--- config.mk ---
export PLATFORM = sky130hd
export DESIGN_NAME = wing_butled_ctrl_flat
export DESIGN_NICKNAME = d
export VERILOG_FILES = /design/src/rtl/wing_butled_ctrl_if.sv /design/src/rtl/wing_butled_ctrl.sv /design/src/flat_wrapper.sv
export SDC_FILE = /design/constraint.sdc
export NUM_CORES = 1
export LEC_CHECK = 0
export BUFFER_PORTS_ARGS = -buffer_cell sky130_fd_sc_hd__clkbuf_2
export CAP_MARGIN = 20
export CORE_UTILIZATION = 50
export DETAILED_ROUTE_END_ITERATION = 8
export PLACE_DENSITY = 0.74
export SETUP_SLACK_MARGIN = 0.05
export SYNTH_ARGS = -nofsm -noshare
export SYNTH_HDL_FRONTEND = slang
export SYNTH_SLANG_ARGS = --single-unit
--- constraint.sdc ---
create_clock -name clk -period 2.83 [get_ports clk]
set_clock_uncertainty 0.1 [all_clocks]
set_input_delay 0.283 -clock clk [delete_from_list [all_inputs] [get_ports clk]]
set_output_delay 0.283 -clock clk [all_outputs]
set_load 0.005 [all_outputs]
--- src/rtl/wing_butled_ctrl_if.sv ---
// Wing bus between board pins, the dut and the button/LED controller.
// CHANNELS and PWM_BITS must match the values given to the controller.
interface wing_butled_ctrl_if #(
  parameter int CHANNELS = 4,
  parameter int PWM_BITS = 8
);
  logic [CHANNELS-1:0]          btn_raw;
  logic [CHANNELS-1:0]          buttons;
  logic [CHANNELS-1:0]          btn_press;
  logic [CHANNELS-1:0]          btn_release;
  logic [2*CHANNELS-1:0]        led_mode;
  logic [PWM_BITS*CHANNELS-1:0] led_duty;
  logic [CHANNELS-1:0]          led_pad;

  // Pins/dut side: drives raw buttons and LED requests, sees clean results.
  modport master (
    output btn_raw, led_mode, led_duty,
    input  buttons, btn_press, btn_release, led_pad
  );

  // Controller side.
  modport slave (
    input  btn_raw, led_mode, led_duty,
    output buttons, btn_press, btn_release, led_pad
  );
endinterface

--- src/rtl/wing_butled_ctrl.sv ---
// Button/LED wing controller: per channel a 2-flop synchroniser, a restart-on-
// bounce debouncer with registered press/release pulses, and an LED driver
// selecting off/on/PWM/follow-button. PWM uses one shared prescaler and phase
// counter; duty is shadowed at the period boundary so a period never glitches.
module wing_butled_ctrl #(
  parameter int CHANNELS          = 4,
  parameter int DEBOUNCE_CYCLES   = 320000,
  parameter int PWM_BITS          = 8,
  parameter int PWM_DIV           = 125,
  parameter int BUTTON_ACTIVE_LOW = 0,
  parameter int LED_ACTIVE_LOW    = 0
) (
  input  logic            clk,
  input  logic            reset,
  wing_butled_ctrl_if.slave bus
);

  localparam int CNT_W = $clog2(DEBOUNCE_CYCLES + 1);
  localparam int PRE_W = (PWM_DIV > 1) ? $clog2(PWM_DIV) : 1;

  localparam logic [CNT_W-1:0]    CNT_LAST  = CNT_W'(DEBOUNCE_CYCLES - 1);
  localparam logic [PRE_W-1:0]    PRE_LAST  = PRE_W'(PWM_DIV - 1);
  localparam logic [PWM_BITS-1:0] PHASE_MAX = {PWM_BITS{1'b1}};
  localparam logic                BTN_INV   = (BUTTON_ACTIVE_LOW != 0);
  localparam logic                LED_INV   = (LED_ACTIVE_LOW != 0);

  logic [CHANNELS-1:0]          r_sync1;
  logic [CHANNELS-1:0]          r_sync2;
  logic [CNT_W-1:0]             r_cnt [CHANNELS];
  logic [CHANNELS-1:0]          r_stable;
  logic [CHANNELS-1:0]          r_buttons;
  logic [CHANNELS-1:0]          r_press;
  logic [CHANNELS-1:0]          r_release;
  logic [PRE_W-1:0]             r_pre;
  logic [PWM_BITS-1:0]          r_phase;
  logic [PWM_BITS*CHANNELS-1:0] r_shadow;
  logic [CHANNELS-1:0]          r_led;
  logic                         w_tick;
  logic [CHANNELS-1:0]          w_lit;

  // Normalise polarity to 1 = pressed, then bring raw pins into the clock domain.
  always_ff @(posedge clk) begin
    if (reset) begin
      r_sync1 <= '0;
      r_sync2 <= '0;
    end else begin
      r_sync1 <= bus.btn_raw ^ {CHANNELS{BTN_INV}};
      r_sync2 <= r_sync1;
    end
  end

  // Debounce: accept a new level only after it has differed from the stable
  // level for DEBOUNCE_CYCLES consecutive cycles; any bounce restarts the count.
  always_ff @(posedge clk) begin
    if (reset) begin
      r_stable <= '0;
      for (int i = 0; i < CHANNELS; i++) begin
        r_cnt[i] <= '0;
      end
    end else begin
      for (int i = 0; i < CHANNELS; i++) begin
        if (r_sync2[i] != r_stable[i]) begin
          if (r_cnt[i] == CNT_LAST) begin
            r_stable[i] <= r_sync2[i];
            r_cnt[i]    <= '0;
          end else begin
            r_cnt[i]    <= r_cnt[i] + CNT_W'(1);
          end
        end else begin
          r_cnt[i] <= '0;
        end
      end
    end
  end

  // Publish the debounced level with press/release pulses aligned to its change.
  always_ff @(posedge clk) begin
    if (reset) begin
      r_buttons <= '0;
      r_press   <= '0;
      r_release <= '0;
    end else begin
      r_buttons <= r_stable;
      r_press   <= r_stable & ~r_buttons;
      r_release <= ~r_stable & r_buttons;
    end
  end

  assign w_tick = (r_pre == PRE_LAST);

  // Shared PWM timebase: prescaler wraps at PWM_DIV, phase advances on each tick.
  always_ff @(posedge clk) begin
    if (reset) begin
      r_pre   <= '0;
      r_phase <= '0;
    end else if (w_tick) begin
      r_pre   <= '0;
      r_phase <= r_phase + PWM_BITS'(1);
    end else begin
      r_pre   <= r_pre + PRE_W'(1);
    end
  end

  // Duty shadow reloads only as the phase wraps, keeping each period intact.
  always_ff @(posedge clk) begin
    if (reset) begin
      r_shadow <= '0;
    end else if (w_tick && (r_phase == PHASE_MAX)) begin
      r_shadow <= bus.led_duty;
    end else begin
      r_shadow <= r_shadow;
    end
  end

  // Per-channel lit decision from the requested mode.
  always_comb begin
    w_lit = '0;
    for (int i = 0; i < CHANNELS; i++) begin
      case (bus.led_mode[2*i +: 2])
        2'b00:   w_lit[i] = 1'b0;
        2'b01:   w_lit[i] = 1'b1;
        2'b10:   w_lit[i] = (r_phase < r_shadow[PWM_BITS*i +: PWM_BITS]);
        2'b11:   w_lit[i] = r_buttons[i];
        default: w_lit[i] = 1'b0;
      endcase
    end
  end

  // Register the pad drive with the board's LED polarity applied.
  always_ff @(posedge clk) begin
    if (reset) begin
      r_led <= {CHANNELS{LED_INV}};
    end else begin
      r_led <= w_lit ^ {CHANNELS{LED_INV}};
    end
  end

  assign bus.buttons     = r_buttons;
  assign bus.btn_press   = r_press;
  assign bus.btn_release = r_release;
  assign bus.led_pad     = r_led;

endmodule

--- src/flat_wrapper.sv ---
// flat-port wrapper written by rule: the top's interface ports become plain ports
module wing_butled_ctrl_flat 
#(
  parameter int CHANNELS          = 4,
  parameter int DEBOUNCE_CYCLES   = 320000,
  parameter int PWM_BITS          = 8,
  parameter int PWM_DIV           = 125,
  parameter int BUTTON_ACTIVE_LOW = 0,
  parameter int LED_ACTIVE_LOW    = 0
)
  (clk, reset, bus_btn_raw, bus_led_mode, bus_led_duty, bus_buttons, bus_btn_press, bus_btn_release, bus_led_pad);
  wing_butled_ctrl_if #(.CHANNELS(CHANNELS), .PWM_BITS(PWM_BITS)) bus_i ();
  input  logic clk;
  input  logic reset;
  input wire logic [$bits(bus_i.btn_raw)-1:0] bus_btn_raw;
  input wire logic [$bits(bus_i.led_mode)-1:0] bus_led_mode;
  input wire logic [$bits(bus_i.led_duty)-1:0] bus_led_duty;
  output wire logic [$bits(bus_i.buttons)-1:0] bus_buttons;
  output wire logic [$bits(bus_i.btn_press)-1:0] bus_btn_press;
  output wire logic [$bits(bus_i.btn_release)-1:0] bus_btn_release;
  output wire logic [$bits(bus_i.led_pad)-1:0] bus_led_pad;
  assign bus_i.btn_raw = bus_btn_raw;
  assign bus_i.led_mode = bus_led_mode;
  assign bus_i.led_duty = bus_led_duty;
  assign bus_buttons = bus_i.buttons;
  assign bus_btn_press = bus_i.btn_press;
  assign bus_btn_release = bus_i.btn_release;
  assign bus_led_pad = bus_i.led_pad;
  wing_butled_ctrl #(.CHANNELS(CHANNELS), .DEBOUNCE_CYCLES(DEBOUNCE_CYCLES), .PWM_BITS(PWM_BITS), .PWM_DIV(PWM_DIV), .BUTTON_ACTIVE_LOW(BUTTON_ACTIVE_LOW), .LED_ACTIVE_LOW(LED_ACTIVE_LOW)) u_core (.clk(clk), .reset(reset), .bus(bus_i));
endmodule
==> reports/qor.yml, run 1 <==
outcome:
  status: "finished, final reports clean"
floorplanning:
  core_um2: 15100
  die_y_um: 126
  die_x_um: 126
  ios: 62
  initial_core_util_pct: 50.9
  rows: 45
  die-area_um2: 15900
layout:
  drive_gt1_share_pct: 11.7
  antenna_cells: 0
  fin_nets: 1058
  final_area_um2: 9350
  area_growth_pct: 21.1
routing:
  ant_nets: 0
  drt-wirelength-per-cell_um: 13.4
  dr.pass1.iters: 7
  drt-vias-per-instance: 5.26
  vias: 6200
  drc: 0
  totalWireLength_um: 15700
  first_iter_violations: 285
sta:
  hold_viol_final: 0
  period_minus_slack_ns: 2.26
  maxSlewHeadroom_pct: 61.2
  final.setup.tns_ns: 0
  tightest_slew_ns: 0.577
  fin_crit_sh_pct: 79.7
  rsz0062_at_grt: "no"
  setup-violations-final: 0
  drv_slew: 0
  max_freq_mhz: 443
  worst_slack_ns: 0.574
clocking:
  clock-root-buffer: "clkbuf_16"
  cts_tree: "done"
  worst_skew_pair.late_latency_ns: 0.42
  path_clk_slew_ns: 0.06
  clock-sinks: 151
  clockBufferDepth: 2
  htree_levels: 4
  cts_resized: 0
  numCtsBuffers: 17
pwr:
  ir_drop_v: 0.000386
  p_per_area_nw_per_um2: 506
  power_leakage_uw: 0.00343
worst_setup_path:
  cp_data_arrival_time_ns: 2.33
  crit_family: "simple AND/OR/NAND/NOR gates"
  worst-endpoint-required_ns: 2.90
  max_stage_delay_ns: 0.40
  critPathCaptureType: "register"
  startpoint_type: "register"
  path_cells: "ha_1 > nand4_1 > or2_1 > o21ai_2 > buf_4 > nor2_1"
  crit_fanout: 9
  path_buf_inv: 1
  critPathKind: "reg -> reg"
  cpMaxStageDelayCell: "edfxtp_1"
yosys:
  ys_seq_elements: 151
  synthCells: 813
  seq_area_frac_synth_pct: 49.0
  synthFlopType: "edfxtp_1"
  async_flop_share_pct: 0
  syn_area_um2: 7720
  synth_cell_types: 45
  synth_enable_flop_cells: 76
  avgSynthCellArea_um2: 9.49
  ys_warn_count: 0
min_path:
  hold_class: "in -> reg"
placement:
  placed_area_um2: 8500
  place_congestion: 0.819
  hpwl_um: 11100
  io_buffers: 61
  pre_cts_slack_ns: 0.569
global_route:
  top_usage_layer: "met2"
  grt_start_max_net_pins: 47
  met3_usage_pct: 4.38
  grt_usage_pct: 20.9
  grt_overflow: 0
  grt_pass1_wl_um: 26500
  gr-usage-met1_pct: 27.2
  antenna_found_initial: 0
  grt_pass1_vias: 5681
  use_met2_pct: 34.2
flow_run:
  drv_cap: 0
stage by stage:
step	util, %	hold slack (ns)	cells	power, µW
detailed placement	56.1	0.329	1116	2640
finish	61.7	0.0152	1178	4720
floorplan	-	0.311	888	2570
global route	61.7	0.00219	1178	4900
global placement	56.1	0.318	1116	2640
CTS	61.7	0.00392	1178	4760
final cells by class:
class | instances | area, µm²
clock buffer | 24 | 504
inverter | 49 | 184
tap | 188 | 235
timing repair buffer | 104 | 703
fill | 1305 | 5800
clock inverter | 8 | 42.5
sequential | 151 | 3780
multi-input combinational | 654 | 3890
cell usage in the layout, fill, tap and decap left out, types with 3 or more instances in the layout:
master | synthesis | layout
a21oi_1 | 46 | 46
a31o_2 | 6 | 6
and3_1 | 14 | 14
and4_1 | 10 | 10
buf_4 | 0 | 13
clkbuf_1 | 25 | 4
clkbuf_16 | 0 | 19
clkbuf_2 | 0 | 61
clkinv_2 | 0 | 6
conb_1 | 1 | 76
dfxtp_1 | 75 | 75
dlygate4sd3_1 | 0 | 30
edfxtp_1 | 76 | 76
ha_1 | 35 | 35
inv_1 | 49 | 49
nand2_1 | 31 | 31
nand2b_1 | 4 | 4
nand3_1 | 65 | 65
nand4_1 | 28 | 28
nor2_1 | 100 | 100
nor2b_1 | 18 | 18
nor3_1 | 26 | 26
nor3b_1 | 12 | 12
nor4_1 | 15 | 15
nor4b_1 | 10 | 10
o21ai_0 | 50 | 50
o31ai_1 | 7 | 7
or3_1 | 4 | 4
or4_1 | 3 | 3
or4b_1 | 3 | 3
xnor2_1 | 42 | 42
xor2_1 | 27 | 27
synthesized netlist by cell type (7+ instances only):
cell type	instances	share of area, %
dfxtp_1	75	19
nor4_1	15	1.2
nand2_1	31	1.5
o21ai_0	50	3.2
and3_1	14	1.1
nor2b_1	18	1.5
nor2_1	100	4.9
xnor2_1	42	4.8
nor3b_1	12	1.2
buf_2	8	0.52
o31ai_1	7	0.68
xor2_1	27	3.1
nor3_1	26	1.7
ha_1	35	5.7
inv_1	49	2.4
nand3_1	65	4.2
clkbuf_1	25	1.2
a21oi_1	46	3.0
nor4b_1	10	1.1
edfxtp_1	76	30
and4_1	10	1.1
nand4_1	28	2.3
what timing repair did:
action / 4_1_cts / 5_1_grt
buffers inserted: 0 / 0
hold endpoints to repair: 30 / 0
hold buffers: 30 / 0
worst register-to-register path: cells and delay by family, from the launching register on:
kind                       cells  cell delay, ns
DFF                            1            0.40
AOI/OAI and AO/OA              1            0.37
adders and majority gates      1            0.24
buffers and inverters          1            0.24
and+or+nand+nor                3            0.66
report_power, final:
group / internal [µW] / switching [µW] / leakage (µW)
clock network: 1240 / 849 / 0.000278
logic: 109 / 108 / 0.00176
registers: 2350 / 64.7 / 0.00139
total: 3700 / 1020 / 0.00343
logic make-up after synthesis:
family                     share of synthesized area, %
and+or+nand+nor                                    24.5
DFF                                                49.0
AOI/OAI and AO/OA                                  8.46
buffers and inverters                              4.17
xor gates and xnor gates                           7.83
adders and majority gates                          5.68
muxes                                             0.276
other                                            0.0486
final timing paths:
| path | startpoint | endpoint | slack, ns | cells after the start |
|---|---|---|---|---|
| max | u_core.r_cnt[3][0] | u_core.r_cnt[3][2] | 0.57 | 6 |
| min | bus_led_duty[4] | u_core.r_shadow[4] | 0.02 | 3 |
| max reg2reg | u_core.r_cnt[3][0] | u_core.r_cnt[3][2] | 0.57 | 6 |
| min reg2reg | u_core.r_sync1[2] | u_core.r_sync2[2] | 0.33 | 1 |
sequential cells by signal, summed over array words and instances (netlist names):
| register | cells |
|---|---|
| u_core.r_cnt | 76 |
| u_core.r_shadow | 32 |
| u_core.r_phase | 8 |
| u_core.r_pre | 7 |
| u_core.bus.btn_press | 4 |
| u_core.bus.btn_release | 4 |
| u_core.bus.buttons | 4 |
| u_core.bus.led_pad | 4 |
| u_core.r_stable | 4 |
| u_core.r_sync1 | 4 |
| u_core.r_sync2 | 4 |
metal layers:
layer  vias up  share of wire (%)  routed length, µm
li1       3168                  -                  -
met1      2895                 48               7500
met2       121                 47               7470
met3        16                3.4                530
met4         0                1.6                245
met5         -                  0                  0
Note: power is estimated with default switching activity, not from simulation.
==> run 2: changes to the inputs <==
==> constraint.sdc (replaced) <==
create_clock -name clk -period 2.35 [get_ports clk]
set_clock_uncertainty 0.1 [all_clocks]
set_input_delay 0.235 -clock clk [delete_from_list [all_inputs] [get_ports clk]]
set_output_delay 0.235 -clock clk [all_outputs]
set_load 0.005 [all_outputs]
==> reports/qor.yml, run 2 (synthesis results as in run 1) <==
outcome:
  status: "finished, final reports clean"  # unchanged
routing:
  dr_wl_met2_um: 7880  # was 7470 µm
  drt-vias-per-instance: 5.24  # was 5.26
  vias: 6231  # was 6200
  drc: 0  # unchanged
  dr.pass1.iters: 5  # was 7
  met1_length_um: 7300  # was 7500 µm
  ant_nets: 0  # unchanged
  totalWireLength_um: 16000  # was 15700 µm
  first_iter_violations: 410  # was 285
  drt-wirelength-per-cell_um: 13.5  # was 13.4 µm
  top_layer: "met4"  # unchanged
  wl_met3_um: 539  # was 530 µm
pwr:
  p_comb_share_pct: 4.5  # was 4.6%
  clockPowerShare_pct: 46.8  # was 44.2%
  p_per_area_nw_per_um2: 627  # was 506 nW/µm²
  seqPwrFrac_pct: 48.7  # was 51.2%
  finalPower_uw: 5980  # was 4720 µW
  power_leakage_uw: 0.00350  # was 0.00343 µW
  p_switching_uw: 1310  # was 1020 µW
  p_int_uw: 4680  # was 3700 µW
  swShare_pct: 21.9  # was 21.6%
  ir_drop_v: 0.000524  # was 0.000386 V
clocking:
  path_clk_slew_ns: 0.06  # about the same
  post_cts_buffers: 0  # unchanged
  cts_tree: "done"  # unchanged
  worst_skew_pair.late_latency_ns: 0.42  # about the same
  clock-root-buffer: "clkbuf_16"  # unchanged
  numCtsBuffers: 17  # unchanged
  clock-sinks: 151  # unchanged
  htree_levels: 4  # unchanged
  cts_resized: 0  # unchanged
  clockBufferDepth: 2  # unchanged
layout:
  regArea_um2: 3780  # unchanged
  reg_top3: "u_core.r_cnt: 76 flops, u_core.r_shadow: 32 flops, u_core.r_phase: 8 flops"  # unchanged
  fillCellCount: 1252  # was 1305
  utilization_pct: 63.0  # was 61.7%
  area_growth_pct: 23.6  # was 21.1%
  fin_nets: 1069  # was 1058
  layout_commonest_cell: "nor2_1"  # unchanged
  largest_reg_flops: 76  # unchanged
  mostFrequentLayoutCells: "nor2_1, edfxtp_1, conb_1, dfxtp_1, nand3_1"  # unchanged
  antenna_cells: 0  # unchanged
  largest-register: "u_core.r_cnt"  # unchanged
  drive_gt1_share_pct: 12.5  # was 11.7%
  multi_input_comb_area_um2: 3890  # unchanged
sta:
  rsz0062_at_grt: "no"  # unchanged
  max_freq_mhz: 464  # was 443 MHz
  setup-violations-final: 0  # unchanged
  tightest_slew_ns: 0.521  # was 0.577 ns
  drv_slew: 0  # unchanged
  maxSlewHeadroom_pct: 64.9  # was 61.2%
  hold_viol_final: 0  # unchanged
  period_minus_slack_ns: 2.15  # was 2.26 ns
  fin_crit_sh_pct: 91.7  # was 79.7%
  worst_slack_ns: 0.195  # was 0.574 ns
  final.setup.tns_ns: 0  # unchanged
  hold_ws_ns: 0.0256  # was 0.0152 ns
floorplanning:
  ios: 62  # unchanged
  die_y_um: 126  # unchanged
  die-area_um2: 15900  # unchanged
  rows: 45  # unchanged
  die_x_um: 126  # unchanged
  initial_core_util_pct: 50.9  # unchanged
  core_um2: 15100  # unchanged
worst_setup_path:
  critPathCaptureType: "register"  # unchanged
  path_cells: "ha_1 > nand2_1 > or3_1 > or4b_4 > a21oi_2"  # was ha_1 > nand4_1 > or2_1 > o21ai_2 > buf_4 > nor2_1
  cp_data_arrival_time_ns: 2.34  # was 2.33 ns
  cpMaxStageDelayCell: "or4b_4"  # was edfxtp_1
  crit_family: "simple AND/OR/NAND/NOR gates"  # unchanged
  critPathKind: "reg -> reg"  # unchanged
  max_stage_delay_ns: 0.52  # was 0.40 ns
  crit_fanout: 7  # was 9
  startpoint_type: "register"  # unchanged
  path_buf_inv: 0  # was 1
  worst-endpoint-required_ns: 2.53  # was 2.90 ns
global_route:
  grt_pass1_vias: 5820  # was 5681
  grt_usage_pct: 21.5  # was 20.9%
  grt_pass1_wl_um: 27200  # was 26500 µm
  grt_start_max_net_pins: 42  # was 47
  grt_overflow: 0  # unchanged
  antenna_found_initial: 0  # unchanged
flow_run:
  drv_cap: 0  # unchanged
placement:
  io_buffers: 61  # unchanged
  pre_cts_slack_ns: 0.204  # was 0.569 ns
  hpwl_um: 11200  # was 11100 µm
  place_congestion: 0.822  # was 0.819
min_path:
  hold_class: "in -> reg"  # unchanged
[run 2: routing by layer]
metal | GRT usage [%] | vias up
li1 | - | 3194
met1 | 27.3 | 2885
met2 | 35.9 | 122
met3 | 3.74 | 30
met4 | 9.21 | 0
met5 | 0 | -
[run 2: worst paths after layout]
path	startpoint	to	slack [ns]	cells past startpoint
hold reg to reg	u_core.r_sync1[1]	u_core.r_sync2[1]	0.34	1
setup / recovery	u_core.r_cnt[0][0]	u_core.r_cnt[0][18]	0.20	5
setup reg to reg	u_core.r_cnt[0][0]	u_core.r_cnt[0][18]	0.20	5
hold / removal	bus_led_duty[23]	u_core.r_shadow[23]	0.03	3
[run 2: final cells by class]
cell class              instances  area share (%)
multi-input cells             654            40.8
flip-flops and latches        151            39.7
repair buffers                115            8.63
clock buffers                  20            5.02
well taps                     188            2.47
inverters                      49            1.93
clock inverters                12            1.47
[run 2: timing repair]
item                                    CTS  global route
hold buffers                             35             0
endpoints found under the setup margin    0             0
endpoints found under the hold margin    35             0
[run 2: per-stage QoR]
stage	instances	area [µm²]
after floorplan	888	8000
after CTS	1189	9540
after detailed placement	1122	8570
final	1189	9540
after global placement	1122	8570
after global routing	1189	9540
[run 2: power by group through the flow]
stage / clock [µW] / sequential, µW / combinational, µW
after global placement: 0 / 2960 / 217
after CTS: 2860 / 2910 / 267
after floorplan: 0 / 2950 / 146
after detailed placement: 0 / 2970 / 219
final: 2800 / 2910 / 271
after global routing: 2980 / 2920 / 303
[run 2: worst reg2reg max path: cells and delay by family, from the launching register on]
family | cells | cell delay (ns)
and+or+nand+nor | 3 | 1.12
DFF | 1 | 0.41
adders and majority gates | 1 | 0.26
AOI/OAI and AO/OA | 1 | 0.14
